`src/rtl/lcd_capture.sv`:
```
// lcd_capture: HD44102-style column-driver responder that mirrors host LCD writes into a 240x64 framebuffer.
// Optional read path (status/data reads, FETCH state, read latch) is built when LCD_CAPTURE_READBACK_EN is defined.
module lcd_capture #(
    parameter int SYNC_STAGES  = 2,
    parameter int VISIBLE_COLS = 48
) (
    input  logic        clk,
    input  logic        reset,
    input  logic        enable_pin,
    input  logic        rw_pin,
    input  logic        di_pin,
    input  logic [9:0]  cs_pin,
    input  logic [7:0]  data_pin,
    output logic [7:0]  data_out,
    output logic        data_oe,
    output logic        fb_we,
    output logic [10:0] fb_addr,
    output logic [7:0]  fb_wdata,
    output logic        fb_re,
    input  logic [7:0]  fb_rdata,
    output logic [9:0]  display_on,
    output logic        busy,
    output logic        overrun
);
    localparam int         NCHIP    = 10;
    localparam logic [5:0] LAST_COL = 6'd49;
    localparam logic [5:0] VIS_COLS = 6'(VISIBLE_COLS);
    localparam logic [7:0] CHIP_W   = 8'(VISIBLE_COLS);

    typedef enum logic [1:0] {S_IDLE, S_SCAN, S_FETCH} state_t;

    state_t                 state_q, state_n;
    logic [3:0]             idx_q, idx_n;
    logic [SYNC_STAGES-1:0] e_sync;
    logic                   e_d, e_s, e_fall, accept, start;
    logic                   rw_h, di_h;
    logic [9:0]             cs_h;
    logic [7:0]             data_h;
    logic [NCHIP-1:0][1:0]  page_q;
    logic [NCHIP-1:0][5:0]  col_q;
    logic [NCHIP-1:0]       up_q, on_q;
    logic                   cur_sel, chip_hi, col_vis, wr_data, rd_fetch, fetch_req;
    logic [1:0]             cur_page;
    logic [5:0]             cur_col;
    logic [3:0]             chip_mod;
    logic [7:0]             fb_x;

    function automatic logic [5:0] col_step(input logic [5:0] c, input logic up);
        if (up) col_step = (c >= LAST_COL) ? 6'd0 : c + 6'd1;
        else    col_step = (c == 6'd0) ? LAST_COL : c - 6'd1;
    endfunction

    assign e_s        = e_sync[SYNC_STAGES-1];
    assign e_fall     = e_d & ~e_s;
    assign busy       = (state_q != S_IDLE);
    assign start      = accept & ~busy & (|cs_h);
    assign display_on = on_q;

    // Bus strobe synchronizer; pin values are captured only while idle so a dropped cycle cannot corrupt a scan.
    always_ff @(posedge clk or negedge reset) begin
        if (!reset) begin
            e_sync <= '0;
            e_d    <= 1'b0;
            rw_h   <= 1'b0;
            di_h   <= 1'b0;
            cs_h   <= '0;
            data_h <= '0;
        end else begin
            e_sync <= {e_sync[SYNC_STAGES-2:0], enable_pin};
            e_d    <= e_s;
            if (e_s && state_q == S_IDLE) begin
                rw_h   <= rw_pin;
                di_h   <= di_pin;
                cs_h   <= cs_pin;
                data_h <= data_pin;
            end
        end
    end

    assign cur_sel  = (state_q == S_SCAN) & cs_h[idx_q];
    assign cur_page = page_q[idx_q];
    assign cur_col  = col_q[idx_q];
    assign chip_hi  = (idx_q >= 4'd5);
    assign chip_mod = chip_hi ? idx_q - 4'd5 : idx_q;
    assign fb_x     = 8'(chip_mod) * CHIP_W + {2'b00, cur_col};
    assign col_vis  = (cur_col < VIS_COLS);
    assign wr_data  = cur_sel & di_h & ~rw_h;

    always_ff @(posedge clk or negedge reset) begin
        if (!reset) begin
            state_q <= S_IDLE;
            idx_q   <= '0;
            overrun <= 1'b0;
        end else begin
            state_q <= state_n;
            idx_q   <= idx_n;
            if (accept && busy) overrun <= 1'b1;
        end
    end

    always_comb begin
        state_n  = state_q;
        idx_n    = idx_q;
        fb_we    = wr_data & col_vis;
        fb_re    = rd_fetch & col_vis;
        fb_addr  = '0;
        fb_wdata = '0;
        case (state_q)
            S_IDLE: begin
                if (start) begin
                    state_n = S_SCAN;
                    idx_n   = '0;
                end
            end
            S_SCAN: begin
                fb_addr  = {chip_hi, cur_page, fb_x};
                fb_wdata = data_h;
                if (idx_q == 4'(NCHIP - 1)) begin
                    idx_n   = '0;
                    state_n = fetch_req ? S_FETCH : S_IDLE;
                end else begin
                    idx_n = idx_q + 4'd1;
                end
            end
            S_FETCH: state_n = S_IDLE;
            default: state_n = S_IDLE;
        endcase
    end

    // Start-page commands (col field 62) fall through the col<50 test and are dropped without state.
    always_ff @(posedge clk or negedge reset) begin
        if (!reset) begin
            page_q <= '0;
            col_q  <= '0;
            up_q   <= '1;
            on_q   <= '0;
        end else if (cur_sel) begin
            if (!di_h && !rw_h) begin
                if (data_h[7:1] == 7'b0011100) begin
                    on_q[idx_q] <= data_h[0];
                end else if (data_h[7:1] == 7'b0011101) begin
                    up_q[idx_q] <= data_h[0];
                end else if (data_h[5:0] <= LAST_COL) begin
                    page_q[idx_q] <= data_h[7:6];
                    col_q[idx_q]  <= data_h[5:0];
                end
            end else if (wr_data || rd_fetch) begin
                col_q[idx_q] <= col_step(cur_col, up_q[idx_q]);
            end
        end
    end

`ifdef LCD_CAPTURE_READBACK_EN
    function automatic logic [3:0] lowest_sel(input logic [9:0] cs);
        lowest_sel = '0;
        for (int i = NCHIP - 1; i >= 0; i--)
            if (cs[i]) lowest_sel = 4'(i);
    endfunction

    logic [3:0] rd_chip, pin_chip;
    logic [7:0] rd_latch;
    logic       rd_pend, rd_now;

    assign accept    = e_fall;
    assign rd_chip   = lowest_sel(cs_h);
    assign rd_fetch  = cur_sel & di_h & rw_h & (idx_q == rd_chip);
    assign fetch_req = di_h & rw_h;
    // Read drive uses the live pins: the host holds them stable for the whole E-high window.
    assign pin_chip  = lowest_sel(cs_pin);
    assign rd_now    = e_s & rw_pin & (|cs_pin);

    always_ff @(posedge clk or negedge reset) begin
        if (!reset) begin
            data_oe  <= 1'b0;
            data_out <= '0;
            rd_latch <= '0;
            rd_pend  <= 1'b0;
        end else begin
            data_oe <= rd_now;
            if (!rd_now)     data_out <= '0;
            else if (di_pin) data_out <= rd_latch;
            else             data_out <= {busy, up_q[pin_chip], on_q[pin_chip], 5'b0};
            rd_pend <= fb_re;
            if (rd_pend)                 rd_latch <= fb_rdata;
            else if (rd_fetch && !col_vis) rd_latch <= '0;
        end
    end
`else
    logic e_rw;
    logic unused_rdata;

    always_ff @(posedge clk or negedge reset) begin
        if (!reset)   e_rw <= 1'b0;
        else if (e_s) e_rw <= rw_pin;
    end

    assign accept       = e_fall & ~e_rw;
    assign rd_fetch     = 1'b0;
    assign fetch_req    = 1'b0;
    assign data_oe      = 1'b0;
    assign data_out     = '0;
    assign unused_rdata = ^fb_rdata;
`endif

endmodule

```
`config.mk`:
```
export PLATFORM = sky130hd
export DESIGN_NAME = lcd_capture
export DESIGN_NICKNAME = d
export VERILOG_FILES = /design/src/rtl/lcd_capture.sv
export SDC_FILE = /design/constraint.sdc
export NUM_CORES = 1
export LEC_CHECK = 0
export ABC_AREA = 1
export BUFFER_PORTS_ARGS = -buffer_cell sky130_fd_sc_hd__buf_2
export CAP_MARGIN = 15
export CORE_MARGIN = 1
export CORE_UTILIZATION = 60
export DETAILED_ROUTE_END_ITERATION = 10
export GPL_ROUTABILITY_DRIVEN = 0
export MAX_ROUTING_LAYER = met4
export PLACE_DENSITY = 0.81
export SLEW_MARGIN = 15
export SYNTH_ARGS = -nofsm -noshare
export SYNTH_HDL_FRONTEND = slang
export SYNTH_SLANG_ARGS = --single-unit
```
`constraint.sdc`:
```
create_clock -name clk -period 3.13 [get_ports clk]
set_input_delay 0 -clock clk [delete_from_list [all_inputs] [get_ports clk]]
set_output_delay 0 -clock clk [all_outputs]
set_load 0.01 [all_outputs]
```
==> run metrics <==
share of cells above drive strength 1=0.1609; Vias per Instance=5.299; final hold violations=0; total gr overflow=0; Boundary Pins=73; H-tree levels=4; Post-Synth XOR/XNOR Area=0.009174; IO Port Bufs=54; Die Footprint=13180 µm²; Layout area overhead=15.76%; Avg WL per Cell=14.84 µm; 1st-iter DRT viols=792; dpl cells=1262; Synth cell types=47; post-route design area=8841 µm²; DP Worst Slack=0.3984 ns; Die Width=114.8 µm; reg2reg setup slack=about 0.30 ns; largest net degree at the start of global routing=62; CTS Buf Count=17; Setup Skew=0.009201 ns; die height=114.8 µm; Worst-path clk slew=around 0.060 ns; Site Rows=40; nets@finish=1182; Final Max Tran Viols=0; hold_ws=0.1993 ns; startpoint types=flop; VDD IR max=0.6334 mV; Setup violations, final=0; Synth Area in Simple Gates=0.3604; PwrDens=1164 nW/µm²; measured slew at the worst slew-check pin=0.9426 ns; Slew headroom=0.3701; critical path endpoint category=output port; clock root buffer=clkbuf_16; Antenna Nets Post-Route=0; Final Util=0.7240; CP Max Fanout=4; mapped cell area=7637 µm²; final worst path period share=0.9505; first-pass GRT wire length=31860 µm; status=finished, final reports clean; mux cell area share after synthesis=0.02179; WP data required=3.13 ns; Detailed Routing Iterations Pass 1=5; DRC Markers=0; # diodes=0; WS Path Type=reg -> out; cells on worst reg2reg path=17; vias in the first global route=6561; Initial Util=0.6254; Worst-Skew Late Latency=0.42 ns; Compound-Gate Fraction of Synth Area=0.05341; YS warnings=0; deepest clock path buffer count=2; LEAKAGE=0.004855 µW; fin cells=1318; fmax=approximately 340 MHz; Sequential Area=3267 µm²; combinational family with the most area after synthesis=simple AND/OR/NAND/NOR gates; origin of the critical flop-to-flop path=idx_q[1]; post-synthesis sequential area ratio=0.4276; DRT Wirelength=19560 µm; post-synthesis adder-cell area fraction=0.02490; Core ar.=12210 µm²; multi-input logic area=3647 µm²; MaxCap Viol Count=0; syn_area_per_cell=7.239 µm²; HPWL Detailed=13000 µm; fillers=969; clk sink count=130; Post-Place Cell Area=roughly 8000 µm²; Critical Path AT=2.98 ns; via count=6984; PnR worst setup slack=around 0.15 ns; Yosys reg bits=130; Hold WC Path Type=in -> async; initial antenna violation count=0; GRT Util Overall=0.3270; TritonCTS clock tree=yes; min cycle time layout=approximately 3 ns; Worst R2R End=col_q[0]; Mapped Cells=roughly 1100
[area by class of cell]
| type | count | area share |
|---|---|---|
| clock buffer | 19 | 0.05010 |
| clock inverter | 13 | 0.01146 |
| inverter | 131 | 0.05873 |
| multi-input combinational | 763 | 0.4125 |
| sequential | 130 | 0.3695 |
| tap | 168 | 0.02378 |
| timing repair buffer | 94 | 0.07387 |
[synth_stat cells, drive strengths merged]
library cell	count	area share
a21oi	16	0.011
a221oi	3	0.0034
a31o	1	0.0011
a31oi	1	0.00082
and3	1	0.00082
buf	30	0.029
clkbuf	10	0.0049
clkinv	8	0.0039
conb	1	0.00049
dfrtp	120	0.39
dfstp	10	0.034
fa	2	0.0052
ha	12	0.020
inv	123	0.064
mux2	13	0.019
mux2i	2	0.0026
nand2	434	0.22
nand3	78	0.060
nand3b	1	0.00098
nand4	6	0.0049
nor2	118	0.072
nor3	3	0.0020
nor4	2	0.0016
o211ai	1	0.0016
o21a	1	0.00098
o21ai	42	0.030
o221ai	1	0.0011
o22ai	4	0.0033
or2	3	0.0025
xnor2	4	0.0046
xor2	4	0.0046
[placed cells by master, fill, tap and decap left out, types with 14 or more instances in the layout]
cell type,n
dlygate4sd3_1,22
nand2_1,429
clkbuf_16,17
inv_1,107
o21ai_1,16
nor2_1,101
nand3_1,69
a21oi_1,14
buf_2,53
o21ai_0,22
dfrtp_1,119
buf_4,17
[worst max path at each step]
stage / from / to / slack, ns
2_1_floorplan: idx_q[0] / fb_addr[7] / 0.25
3_3_place_gp: idx_q[0] / fb_addr[7] / 0.42
3_5_place_dp: idx_q[1] / col_q[0] / 0.40
4_1_cts: idx_q[1] / fb_addr[7] / 0.03
5_1_grt: idx_q[1] / fb_addr[7] / -0.02
6_report: idx_q[0] / fb_addr[7] / 0.15
[metrics by stage]
step | power, µW | setup TNS, ns
2_1_floorplan | 6749 | 0
3_3_place_gp | 8118 | 0
3_5_place_dp | 8249 | 0
4_1_cts | 10150 | 0
5_1_grt | 11120 | -0.02094
6_report | 10300 | 0
[power breakdown]
part           switching (µW)  total (µW)  internal [µW]
clock network             785        1830           1040
registers                 476        2730           2260
logic                    3800        5730           1930
total                    5070       10300           5230
[state kept, by name, summed over array words and instances (netlist names)]
| register | cells |
|---|---|
| col_q | 60 |
| page_q | 20 |
| rw_h | 1 |
| display_on | 10 |
| cs_h | 10 |
| e_sync | 2 |
| data_h | 8 |
| up_q | 10 |
| e_d | 1 |
| di_h | 1 |
| e_rw | 1 |
| idx_q | 4 |
| state_q | 1 |
| overrun | 1 |
[cells by family after synthesis]
logic type | after synthesis
AO/OA/AOI/OAI | 70
multiplexers | 15
AND/OR/NAND/NOR | 646
flip-flops | 130
other | 1
buffers and inverters | 171
adder cells (fa/ha/maj) | 14
XOR/XNOR | 8
[worst max-delay path, stage by stage, from the launching register on]
cell and delay [ns]:
dfrtp_2 0.41, inv_4 0.05, ha_1 0.19, or2_2 0.32
nand3_2 0.13, xor2_2 0.18, ha_1 0.16, inv_1 0.05
fa_1 0.37, xnor2_1 0.15, xnor2_1 0.15, buf_4 0.14
a21oi_1 0.12, buf_2 0.14
[per-layer routing]
layer  vias up  global-route usage  wire length (µm)
li1       3400                   -                 -
met1      3259              0.4338              8258
met2       297              0.5164              9467
met3        28             0.06273              1546
met4         0             0.09091               290
met5         -                   -                 0
[what timing repair did]
action | CTS | global route
setup endpoints to repair | 1 | 1
pin swaps | 0 | 3
resized for setup | 2 | 4
buffers inserted | 1 | 1
endpoints found under the hold margin | 74 | 0
hold buffers | 22 | 0
(Power assumes the default switching activity.)
